===== config.mk =====
export PLATFORM = sky130hd
export DESIGN_NAME = spike_fwd_dma_flat
export DESIGN_NICKNAME = d
export VERILOG_FILES = /design/src/rtl/spike_fwd_dma_if.sv /design/src/rtl/spike_fwd_dma.sv /design/src/flat_wrapper.sv
export SDC_FILE = /design/constraint.sdc
export NUM_CORES = 1
export LEC_CHECK = 0
export CORE_MARGIN = 5
export CORE_UTILIZATION = 27
export DETAILED_ROUTE_END_ITERATION = 7
export SLEW_MARGIN = 25
export SYNTH_ARGS = -nofsm -noshare
export SYNTH_HDL_FRONTEND = slang
export SYNTH_SLANG_ARGS = --single-unit

===== constraint.sdc =====
create_clock -name wb_clk_i -period 2.59 [get_ports wb_clk_i]
set_input_delay 0.777 -clock wb_clk_i [delete_from_list [all_inputs] [get_ports wb_clk_i]]
set_output_delay 0.777 -clock wb_clk_i [all_outputs]
set_load 0.1 [all_outputs]

===== src/rtl/spike_fwd_dma_if.sv =====
// Wishbone master/slave bundle for the spike forwarding DMA.
//   wbm_cyc_o, wbm_stb_o, wbm_we_o : master controls
//   wbm_sel_o                      : byte selects
//   wbm_adr_o, wbm_dat_o           : address and write data
//   wbm_ack_i, wbm_dat_i           : acknowledge and read data from the responder
interface spike_fwd_dma_if;
  logic        wbm_cyc_o;
  logic        wbm_stb_o;
  logic        wbm_we_o;
  logic [3:0]  wbm_sel_o;
  logic [31:0] wbm_adr_o;
  logic [31:0] wbm_dat_o;
  logic        wbm_ack_i;
  logic [31:0] wbm_dat_i;

  modport master (
    output wbm_cyc_o, wbm_stb_o, wbm_we_o, wbm_sel_o, wbm_adr_o, wbm_dat_o,
    input  wbm_ack_i, wbm_dat_i
  );

  modport slave (
    input  wbm_cyc_o, wbm_stb_o, wbm_we_o, wbm_sel_o, wbm_adr_o, wbm_dat_o,
    output wbm_ack_i, wbm_dat_i
  );
endinterface


===== src/rtl/spike_fwd_dma.sv =====
// Forwards one timestep of output spikes from core 0 to core 1 over Wishbone.
// Each of NUM_WORDS words is read from SRC_BASE+4*idx, then written to
// DST_BASE+4*idx; the popcount of every word read is accumulated.
// Ports:
//   wb_clk_i, wb_rst_i : clock, asynchronous active-high reset
//   start_i            : single-cycle transfer request (honoured in IDLE only)
//   busy_o             : transfer in progress (RD/RGAP/WR/WGAP)
//   done_o             : one-cycle pulse at the end of a transfer or abort
//   err_o              : sticky ack timeout flag, cleared at next start
//   spike_count_o      : popcount over all words read in this transfer
//   wbm                : Wishbone master bundle
module spike_fwd_dma #(
  parameter logic [31:0] SRC_BASE  = 32'h8004_0000,
  parameter logic [31:0] DST_BASE  = 32'h8006_0000,
  parameter int          NUM_WORDS = 8,
  parameter int          TIMEOUT   = 16,
  parameter int          SKIP_ZERO = 0,
  parameter int          CNT_W     = 9
) (
  input  logic             wb_clk_i,
  input  logic             wb_rst_i,
  input  logic             start_i,
  output logic             busy_o,
  output logic             done_o,
  output logic             err_o,
  output logic [CNT_W-1:0] spike_count_o,
  spike_fwd_dma_if.master  wbm
);

  localparam int IDX_W = (NUM_WORDS > 1) ? $clog2(NUM_WORDS) : 1;
  localparam int TMO_W = $clog2(TIMEOUT + 1);
  localparam logic [IDX_W-1:0] IDX_LAST = IDX_W'(NUM_WORDS - 1);
  localparam logic [TMO_W-1:0] TMO_LAST = TMO_W'(TIMEOUT - 1);

  typedef enum logic [2:0] {
    S_IDLE, S_RD, S_RGAP, S_WR, S_WGAP, S_DONE
  } state_e;

  state_e           state_q, state_d;
  logic [IDX_W-1:0] idx_q, idx_d;
  logic [31:0]      buf_q, buf_d;
  logic [TMO_W-1:0] tmo_q, tmo_d;
  logic [CNT_W-1:0] cnt_q, cnt_d;
  logic             err_q, err_d;

  function automatic logic [5:0] popcnt32(input logic [31:0] v);
    logic [5:0] c;
    c = '0;
    for (int i = 0; i < 32; i++) c = c + 6'(v[i]);
    return c;
  endfunction

  logic is_rd, is_wr, is_last, tmo_hit;
  logic [31:0] off;

  assign is_rd   = (state_q == S_RD);
  assign is_wr   = (state_q == S_WR);
  assign is_last = (idx_q == IDX_LAST);
  assign tmo_hit = (tmo_q == TMO_LAST);
  assign off     = 32'(idx_q) << 2;

  // Bus outputs decode straight from registered state, so an asynchronous
  // reset drops CYC/STB in the same instant. Address/data/we are forced to
  // zero outside a strobe.
  assign wbm.wbm_cyc_o = is_rd | is_wr;
  assign wbm.wbm_stb_o = is_rd | is_wr;
  assign wbm.wbm_we_o  = is_wr;
  assign wbm.wbm_sel_o = (is_rd | is_wr) ? 4'hF : 4'h0;
  assign wbm.wbm_adr_o = is_rd ? (SRC_BASE + off) : is_wr ? (DST_BASE + off) : 32'h0;
  assign wbm.wbm_dat_o = is_wr ? buf_q : 32'h0;

  assign busy_o        = is_rd | is_wr | (state_q == S_RGAP) | (state_q == S_WGAP);
  assign done_o        = (state_q == S_DONE);
  assign err_o         = err_q;
  assign spike_count_o = cnt_q;

  always_comb begin
    state_d = state_q;
    idx_d   = idx_q;
    buf_d   = buf_q;
    tmo_d   = tmo_q;
    cnt_d   = cnt_q;
    err_d   = err_q;
    unique case (state_q)
      S_IDLE: begin
        if (start_i) begin
          state_d = S_RD;
          idx_d   = '0;
          cnt_d   = '0;
          err_d   = 1'b0;
          tmo_d   = '0;
        end
      end
      S_RD: begin
        if (wbm.wbm_ack_i) begin
          buf_d   = wbm.wbm_dat_i;
          cnt_d   = cnt_q + CNT_W'(popcnt32(wbm.wbm_dat_i));
          state_d = S_RGAP;
        end else if (tmo_hit) begin
          err_d   = 1'b1;
          state_d = S_DONE;
        end else begin
          tmo_d = tmo_q + 1'b1;
        end
      end
      // Gap states ignore ack: responders may hold it while STB was high.
      S_RGAP: begin
        tmo_d = '0;
        if ((SKIP_ZERO != 0) && (buf_q == 32'h0)) begin
          if (is_last) begin
            state_d = S_DONE;
          end else begin
            idx_d   = idx_q + 1'b1;
            state_d = S_RD;
          end
        end else begin
          state_d = S_WR;
        end
      end
      S_WR: begin
        if (wbm.wbm_ack_i) begin
          // DONE has STB low, so it serves as the gap after the final write.
          state_d = is_last ? S_DONE : S_WGAP;
        end else if (tmo_hit) begin
          err_d   = 1'b1;
          state_d = S_DONE;
        end else begin
          tmo_d = tmo_q + 1'b1;
        end
      end
      S_WGAP: begin
        tmo_d = '0;
        if (is_last) begin
          state_d = S_DONE;
        end else begin
          idx_d   = idx_q + 1'b1;
          state_d = S_RD;
        end
      end
      S_DONE:  state_d = S_IDLE;
      default: state_d = S_IDLE;
    endcase
  end

  always_ff @(posedge wb_clk_i or posedge wb_rst_i) begin
    if (wb_rst_i) begin
      state_q <= S_IDLE;
      idx_q   <= '0;
      buf_q   <= '0;
      tmo_q   <= '0;
      cnt_q   <= '0;
      err_q   <= 1'b0;
    end else begin
      state_q <= state_d;
      idx_q   <= idx_d;
      buf_q   <= buf_d;
      tmo_q   <= tmo_d;
      cnt_q   <= cnt_d;
      err_q   <= err_d;
    end
  end

endmodule


===== src/flat_wrapper.sv =====
// flat-port wrapper written by rule: the top's interface ports become plain ports
module spike_fwd_dma_flat 
#(
  parameter logic [31:0] SRC_BASE  = 32'h8004_0000,
  parameter logic [31:0] DST_BASE  = 32'h8006_0000,
  parameter int          NUM_WORDS = 8,
  parameter int          TIMEOUT   = 16,
  parameter int          SKIP_ZERO = 0,
  parameter int          CNT_W     = 9
)
  (wb_clk_i, wb_rst_i, start_i, busy_o, done_o, err_o, spike_count_o, wbm_wbm_cyc_o, wbm_wbm_stb_o, wbm_wbm_we_o, wbm_wbm_sel_o, wbm_wbm_adr_o, wbm_wbm_dat_o, wbm_wbm_ack_i, wbm_wbm_dat_i);
  spike_fwd_dma_if wbm_i ();
  input  logic wb_clk_i;
  input  logic wb_rst_i;
  input  logic start_i;
  output logic busy_o;
  output logic done_o;
  output logic err_o;
  output logic [CNT_W-1:0] spike_count_o;
  output wire logic [$bits(wbm_i.wbm_cyc_o)-1:0] wbm_wbm_cyc_o;
  output wire logic [$bits(wbm_i.wbm_stb_o)-1:0] wbm_wbm_stb_o;
  output wire logic [$bits(wbm_i.wbm_we_o)-1:0] wbm_wbm_we_o;
  output wire logic [$bits(wbm_i.wbm_sel_o)-1:0] wbm_wbm_sel_o;
  output wire logic [$bits(wbm_i.wbm_adr_o)-1:0] wbm_wbm_adr_o;
  output wire logic [$bits(wbm_i.wbm_dat_o)-1:0] wbm_wbm_dat_o;
  input wire logic [$bits(wbm_i.wbm_ack_i)-1:0] wbm_wbm_ack_i;
  input wire logic [$bits(wbm_i.wbm_dat_i)-1:0] wbm_wbm_dat_i;
  assign wbm_wbm_cyc_o = wbm_i.wbm_cyc_o;
  assign wbm_wbm_stb_o = wbm_i.wbm_stb_o;
  assign wbm_wbm_we_o = wbm_i.wbm_we_o;
  assign wbm_wbm_sel_o = wbm_i.wbm_sel_o;
  assign wbm_wbm_adr_o = wbm_i.wbm_adr_o;
  assign wbm_wbm_dat_o = wbm_i.wbm_dat_o;
  assign wbm_i.wbm_ack_i = wbm_wbm_ack_i;
  assign wbm_i.wbm_dat_i = wbm_wbm_dat_i;
  spike_fwd_dma #(.SRC_BASE(SRC_BASE), .DST_BASE(DST_BASE), .NUM_WORDS(NUM_WORDS), .TIMEOUT(TIMEOUT), .SKIP_ZERO(SKIP_ZERO), .CNT_W(CNT_W)) u_core (.wb_clk_i(wb_clk_i), .wb_rst_i(wb_rst_i), .start_i(start_i), .busy_o(busy_o), .done_o(done_o), .err_o(err_o), .spike_count_o(spike_count_o), .wbm(wbm_i));
endmodule

==> metrics <==
status complete, but fails checks; failing checks setup timing; Post-synth EDFFs 0; Worst R2R Setup Slack between 0.4 and 0.5 ns; I/O pins 119; CP endpoint kind register; top post-synthesis cells by area dfrtp_1 (34%), fa_1 (13%), mux2_2 (9.3%); CTS sink cnt between 50 and 60; Filler cells 1305; share of the synthesized area in the top cell type 34.2%; slew margin rel. 66.6%; final worst setup slack -3.49 ns; flops & latches, synth 53; Least-Margin Pin Slew 0.498 ns; Core Region 14000 um2; IO buf count slightly above 90; via count 2996; row count 43; WP data required approximately 2.8 ns; largest net degree at the start of global routing 54; Ant. Diodes 0; htree depth 2; global-route wire length before repair between 15000 and 20000 um; Setup CP Type in2reg; layout cells sized above 1 a little under two fifths; CTS tree done; TritonRoute pass-1 iters 4; Mapped Cells approximately 380; CTS clk-pin slew, worst paths 0.07 ns; WP data arrival between 6 and 7 ns; area delta synth->final 50.2%; MaxCap Viol Count 0; grt total ovfl 0; Final Cycle Share 235%; # nets final 564; sequential share of the synthesized area 34.2%; gr usage total 12.1%; die height approximately 130 um; Fmax achieved 164 MHz; FF/Latch Area between 1000 and 1500 um2; # DRC 0; Synth async-reset ratio 100%; Initial Utilization 27.7%; drt wl/cell 15.1 um; vias in the first global route 3097; RR Startpoint u_core.tmo_q[0]; Die W 130 um; post-layout min period 6.08 ns; clk_lat worst skew 0.30 ns; Hold EP u_core.buf_q[25]; ANT nets after route 0; Worst Skew 0.00993 ns; Primary FF master, synth dfrtp_1; hold wc startpoint u_core.buf_q[25]; post-synth cell types 49; Inserted Clock Buffers 5; HP Class reg2reg; mean post-synth cell area 10.2 um2; cell count of the worst reg-to-reg path 7; Critical Path Start Type input port; DR vias/cell 4.50; Die Area 16800 um2; pre-CTS WS -4.20 ns; Root Buffer clkbuf_16; worst hold stages 1; CP Max Fanout 5; routed wire length 10100 um; initial DRC count 105; synthesized area 3870 um2; CTS Buffer Depth 2; GP Congestion 0.792; cts hold-fix bufs 0; Synth area leader dfrtp_1; Finish-stage setup viols 9; Post-DP HPWL 7840 um; initial antenna violation count 0; RR Endpoint u_core.tmo_q[3]; Synth warnings 0; RSZ-0062 raised after global routing yes; Multi-input gate area 2260 um2; final max-slew violation count 0; Final Hold Fails 0
layout by cell type, fill, tap and decap left out, types with 3 or more instances in the layout:
cell type        count
buf_6                5
ha_1                14
ha_4                 4
dlygate4sd2_1        8
buf_4               32
fa_1                22
buf_12              50
nand3_1              3
a21oi_1              5
clkdlybuf4s50_1     19
fa_2                 3
mux2_2              32
nand2_1             12
nor2b_1              3
and2_2               5
clkbuf_2             5
nor3_1               4
o21ai_0             13
dfrtp_1             53
inv_2                9
clkbuf_16            5
a22o_1               6
inv_1               50
nor2_1              12
and3_1              20
conb_1              26
xor2_1               4
and3_2              11
area by class of cell:
type                    instances  area share (%)
clock buffers                   6            2.22
clock inverters                 2           0.667
inverters                      60            3.91
multi-input cells             244            38.9
flip-flops and latches         53            22.8
well taps                     180            3.87
repair buffers                121            27.6
repair_timing:
action / in CTS / in global routing
pin swaps: 31 / 26
resized for setup: 37 / 26
setup endpoints to repair: 23 / 44
setup buffers: 3 / 1
synth_stat cells (2+ instances only):
library cell  instances
clkbuf_1             10
nor2_1               12
or3_1                 2
xnor2_1               4
mux2i_1               2
and3_1               33
and2_1                5
a21oi_1               8
nand2_1              12
inv_1                60
mux2_2               32
xor2_1                4
fa_1                 25
nor4_1                2
o211ai_1              2
ha_1                 18
o21ai_0              14
a21o_1                2
buf_2                 2
a22o_1                6
nor3_1                4
nand3_1               4
buf_4                33
nand2b_1              3
dfrtp_1              53
buf_6                 3
nor2b_1               3
a32o_1                2
state kept, by name, indices dropped and copies added, names as in the netlist:
register and cells:
u_core.err_o 1, u_core.idx_q 3, u_core.buf_q 32, u_core.spike_count_o 9
u_core.state_q 3, u_core.tmo_q 5
cells by family (layout without fill, tap and decap cells):
kind of cell	count (synthesis)	in the layout	share of synthesized area, %
AND/OR/NAND/NOR	89	89	13.2
multiplexers	35	35	10.1
buffers and inverters	109	189	14.4
adder cells (fa/ha/maj)	43	43	18.7
XOR/XNOR	8	8	1.81
flip-flops	53	53	34.2
other	1	26	0.0968
AO/OA/AOI/OAI	43	43	7.43
metal layers:
layer | share of wire (%) | vias to the layer above | global-route usage [%]
li1 | - | 1405 | -
met1 | 42 | 1463 | 15.2
met2 | 47 | 109 | 19.6
met3 | 8.6 | 19 | 4.26
met4 | 2.4 | 0 | 3.97
met5 | 0 | - | 0
worst max path at each step:
stage / start / end / cells past startpoint
floorplan: wbm_wbm_dat_i[1] / u_core.spike_count_o[5] / 19
global placement: wbm_wbm_dat_i[0] / u_core.spike_count_o[5] / 20
detailed placement: wbm_wbm_dat_i[0] / u_core.spike_count_o[5] / 20
CTS: wbm_wbm_dat_i[0] / u_core.spike_count_o[5] / 20
global route: wbm_wbm_dat_i[0] / u_core.spike_count_o[5] / 20
finish: wbm_wbm_dat_i[18] / u_core.spike_count_o[5] / 21
worst max-delay path: stages:
cell      delay (ns)
clkbuf_2        0.11
fa_1            0.58
inv_2           0.05
fa_1            0.51
inv_1           0.06
fa_1            0.51
inv_2           0.04
fa_1            0.47
fa_1            0.53
fa_1            0.43
fa_2            0.37
fa_2            0.36
inv_2           0.05
a21o_1          0.11
a21oi_2         0.05
xnor2_1         0.17
ha_1            0.31
nand3_1         0.09
o211ai_1        0.11
or3_1           0.32
a32o_1          0.26
per-stage QoR:
stage	cell area, um2	setup TNS [ns]	hold WS, ns	utilization [%]	instances
final	5820	-28.81	0.477	41.6	666
after global placement	5530	-34.04	0.459	39.5	654
after global routing	5820	-30.48	0.505	41.6	666
after CTS	5760	-30.18	0.481	41.2	665
after floorplan	4050	-28.04	0.448	-	406
after detailed placement	5530	-34.68	0.466	39.5	654
Power is not shown: default switching activity piles up to over one toggle a cycle in this logic, so the estimate is an artifact.
==> RTL edit 1, RTL diff (config.mk and constraints unchanged) <==
`TIMEOUT` is set to 16 in 2 places; all go to 8.
--- a/src/rtl/spike_fwd_dma.sv
+++ b/src/rtl/spike_fwd_dma.sv
@@ -13,7 +13,7 @@
   parameter logic [31:0] SRC_BASE  = 32'h8004_0000,
   parameter logic [31:0] DST_BASE  = 32'h8006_0000,
   parameter int          NUM_WORDS = 8,
-  parameter int          TIMEOUT   = 16,
+  parameter int          TIMEOUT   = 8,
   parameter int          SKIP_ZERO = 0,
   parameter int          CNT_W     = 9
 ) (
--- a/src/flat_wrapper.sv
+++ b/src/flat_wrapper.sv
@@ -4,7 +4,7 @@
   parameter logic [31:0] SRC_BASE  = 32'h8004_0000,
   parameter logic [31:0] DST_BASE  = 32'h8006_0000,
   parameter int          NUM_WORDS = 8,
-  parameter int          TIMEOUT   = 16,
+  parameter int          TIMEOUT   = 8,
   parameter int          SKIP_ZERO = 0,
   parameter int          CNT_W     = 9
 )
Check against the original RTL: same outputs for any inputs over 4 cycles, from zero or initial values and one cycle with wb_rst_i high; that may be too few to reach the edited logic, so the function may still have changed.
==> RTL edit 1 against the unedited design <==
- die area shrank 2.9%
- the run still ends with setup timing left
- setup slack lost 0.056 ns
- via count shrank 0.40%
- area after synthesis shrank 3.1%
- sequential cell count shrank 1
- design area shrank 1.9%
- highest routed layer unchanged
- routed wire length shrank 1.7%
Power is not shown: default switching activity piles up to over one toggle a cycle in this logic, so the estimate is an artifact.
==> RTL edit 1: results <==
synth:
  synthAdderAreaFrac_pct: 19.0
  synth_cells: 396
  synthMuxAreaShare_pct: 3.83
  ys_seq_area_share_pct: 34.7
  synthXorXnorAreaFrac_pct: 2.33
place:
  place_ws_ns: -4.23
  place_congestion: 0.891
  hpwl_um: 7760
grt:
  gr-usage-met1_pct: 15.2
  grt_use_total_pct: 12.4
  met2_usage_pct: 21.3
  grt_pass1_vias: 3226
  grt_max_degree: 46
  use_met3_pct: 3.75
sta:
  fin_tns_setup_ns: -28.78
  finalClockSkew_ns: 0.00249
  setup_viol: 9
  fin_ws_ns: -3.55
finish:
  fin_nets: 580
  final_cells: 683
critical_path:
  ff2ff_setup_slack_ns: 0.68
  ff2ff_path_depth: 6
  endpoint: "u_core.spike_count_o[7]$_DFFE_PP0P_"
  worstPathMaxFanout: 4
run_status:
  status: "finished with violations"
  violations: "setup timing"
routing:
  wl_um: 9910
## RTL edit 1: cell count changes in the layout (fill, tap and decap cells not counted), sizes merged, moves of 2 or more
cell   change
nor2b      +2
o31ai      -2
nand3      -3
nor2       +5
o21ai     +17
buf        +5
inv        -3
nand2     +19
xor2       +2
mux2      -22
## RTL edit 1: what timing repair did
action	CTS	global route
setup buffers	3	4
hold buffers	0	0
pin swaps	34	28
endpoints found under the setup margin	9	9
gates resized for setup	49	18
## RTL edit 1: final cells by class
cell class              count  area share, %
multi-input cells         261           38.1
repair buffers            125           28.4
flip-flops and latches     52           22.8
well taps                 180           3.95
inverters                  57           3.84
clock buffers               5           2.19
clock inverters             3          0.745
## RTL edit 1: metal layers
layer  share of wire [%]  wire length, µm
met5                   0                0
met4                 1.2              115
met3                 7.2              714
met2                  49             4900
met1                  42             4180
## RTL edit 1: worst min path at each step
stage                                 startpoint                      endpoint  slack (ns)  cells after the start
floorplan           u_core.buf_q[21]$_DFFE_PP0P_  u_core.buf_q[21]$_DFFE_PP0P_        0.44                      2
global placement    u_core.buf_q[27]$_DFFE_PP0P_  u_core.buf_q[27]$_DFFE_PP0P_        0.46                      2
detailed placement  u_core.buf_q[24]$_DFFE_PP0P_  u_core.buf_q[24]$_DFFE_PP0P_        0.47                      2
CTS                 u_core.buf_q[24]$_DFFE_PP0P_  u_core.buf_q[24]$_DFFE_PP0P_        0.48                      2
global route        u_core.buf_q[24]$_DFFE_PP0P_  u_core.buf_q[24]$_DFFE_PP0P_        0.51                      2
finish              u_core.buf_q[24]$_DFFE_PP0P_  u_core.buf_q[24]$_DFFE_PP0P_        0.47                      2
==> RTL edit 2, RTL diff (same flow settings) <==
Made on the original files. Register the output `err_o` once more, cleared by the reset; this adds one clock of latency there. The other outputs are not delayed to match.
--- a/src/rtl/spike_fwd_dma.sv
+++ b/src/rtl/spike_fwd_dma.sv
@@ -71,7 +71,13 @@
 
   assign busy_o        = is_rd | is_wr | (state_q == S_RGAP) | (state_q == S_WGAP);
   assign done_o        = (state_q == S_DONE);
-  assign err_o         = err_q;
+  always_ff @(posedge wb_clk_i or posedge wb_rst_i) begin
+    if (wb_rst_i) begin
+      err_o <= '0;
+    end else begin
+      err_o <= err_q;
+    end
+  end
   assign spike_count_o = cnt_q;
 
   always_comb begin
Behaviour: no difference found for any inputs over 4 cycles, from zero or initial values and one cycle with wb_rst_i high; that may be too few to reach the edited logic, so the function may still have changed.
==> RTL edit 2 against the unedited design <==
- count of clock-buffer cells in the layout is the same
- the run still ends with setup timing left
- area after synthesis increased by 0.65%
- fmax is 1.1% lower
- sequential cell count is 1 higher
- utilization fell by 1.4 points
- first-iteration DRC count increased by 90%
- design area down 0.71%
- setup slack got worse by 0.069 ns
- routed wire length rose by 0.29%
Power is not shown: default switching activity piles up to over one toggle a cycle in this logic, so the estimate is an artifact.
==> RTL edit 2: results <==
run_status:
  status: "finished with violations"
  violations: "setup timing"
hold_path:
  holdCritStartpoint: "u_core.err_q$_DFFE_PP0P_"
  whs_endpoint: "u_core.err_o$_DFF_PP0_"
  hold_depth: 0
routing:
  viasPerCell: 4.41
  drt_iter0_markers: 199
  wl_um: 10100
  wl_per_cell_um: 15.1
sta:
  setup_viol: 9
  fin_worst_hold_slack_ns: 0.389
  finalClockSkew_ns: 0.00612
  fin_ws_ns: -3.56
place:
  place_ws_ns: -4.25
  dp_cells: 659
  place_congestion: 0.816
  hpwl_um: 8020
synth:
  ys_seq_area_share_pct: 34.7
  synth_common_cells: "inv_1, dfrtp_1, and3_1, buf_4, mux2_2"
  yosys-top-cells-area: "dfrtp_1, fa_1, mux2_2"
  synth_area_per_cell_um2: 10.2
finish:
  nFillCells: 1368
  largest_reg_flops: 32
  drive_gt1_share_pct: 37.0
grt:
  grt_max_degree: 55
  grt_pass1_wl_um: 16000
  grt_use_total_pct: 12.1
  grt_pass1_vias: 3100
critical_path:
  cp.arrival_ns: 6.35
  critPathLaunch: "wbm_wbm_dat_i[0]"
  ff2ff_setup_slack_ns: 0.46
floorplanning:
  core_area_mm2: 0.0144
## RTL edit 2: final cells by class
type                    count  area [µm²]  area share, %
flip-flops and latches     54        1350           23.4
multi-input cells         244        2220           38.5
well taps                 184         230           3.99
clock buffers               6         129           2.23
clock inverters             2        37.5          0.650
inverters                  60         225           3.90
repair buffers            120        1580           27.4
## RTL edit 2: routing by layer
layer  wire length (µm)  track usage, %  vias to the layer above
li1                   -               -                     1402
met1               3920            14.5                     1438
met2               4990            20.0                       98
met3               1020            5.53                       15
met4                184            3.00                        0
met5                  0               0                        -
## RTL edit 2: logic make-up after synthesis
logic type	after synthesis	synth area share (%)
compound gates	43	7.38
xor+xnor	8	1.80
fa+ha+maj	43	18.6
buf+inv	109	14.3
flops	54	34.7
mux	35	10.0
other cells	1	0.0962
simple gates	89	13.1
## RTL edit 2: repair_timing
item / 4_1_cts / 5_1_grt
endpoints found under the setup margin: 9 / 9
pin swaps: 33 / 21
buffers inserted: 2 / 2
hold endpoints to repair: 0 / 0
gates resized for setup: 34 / 18
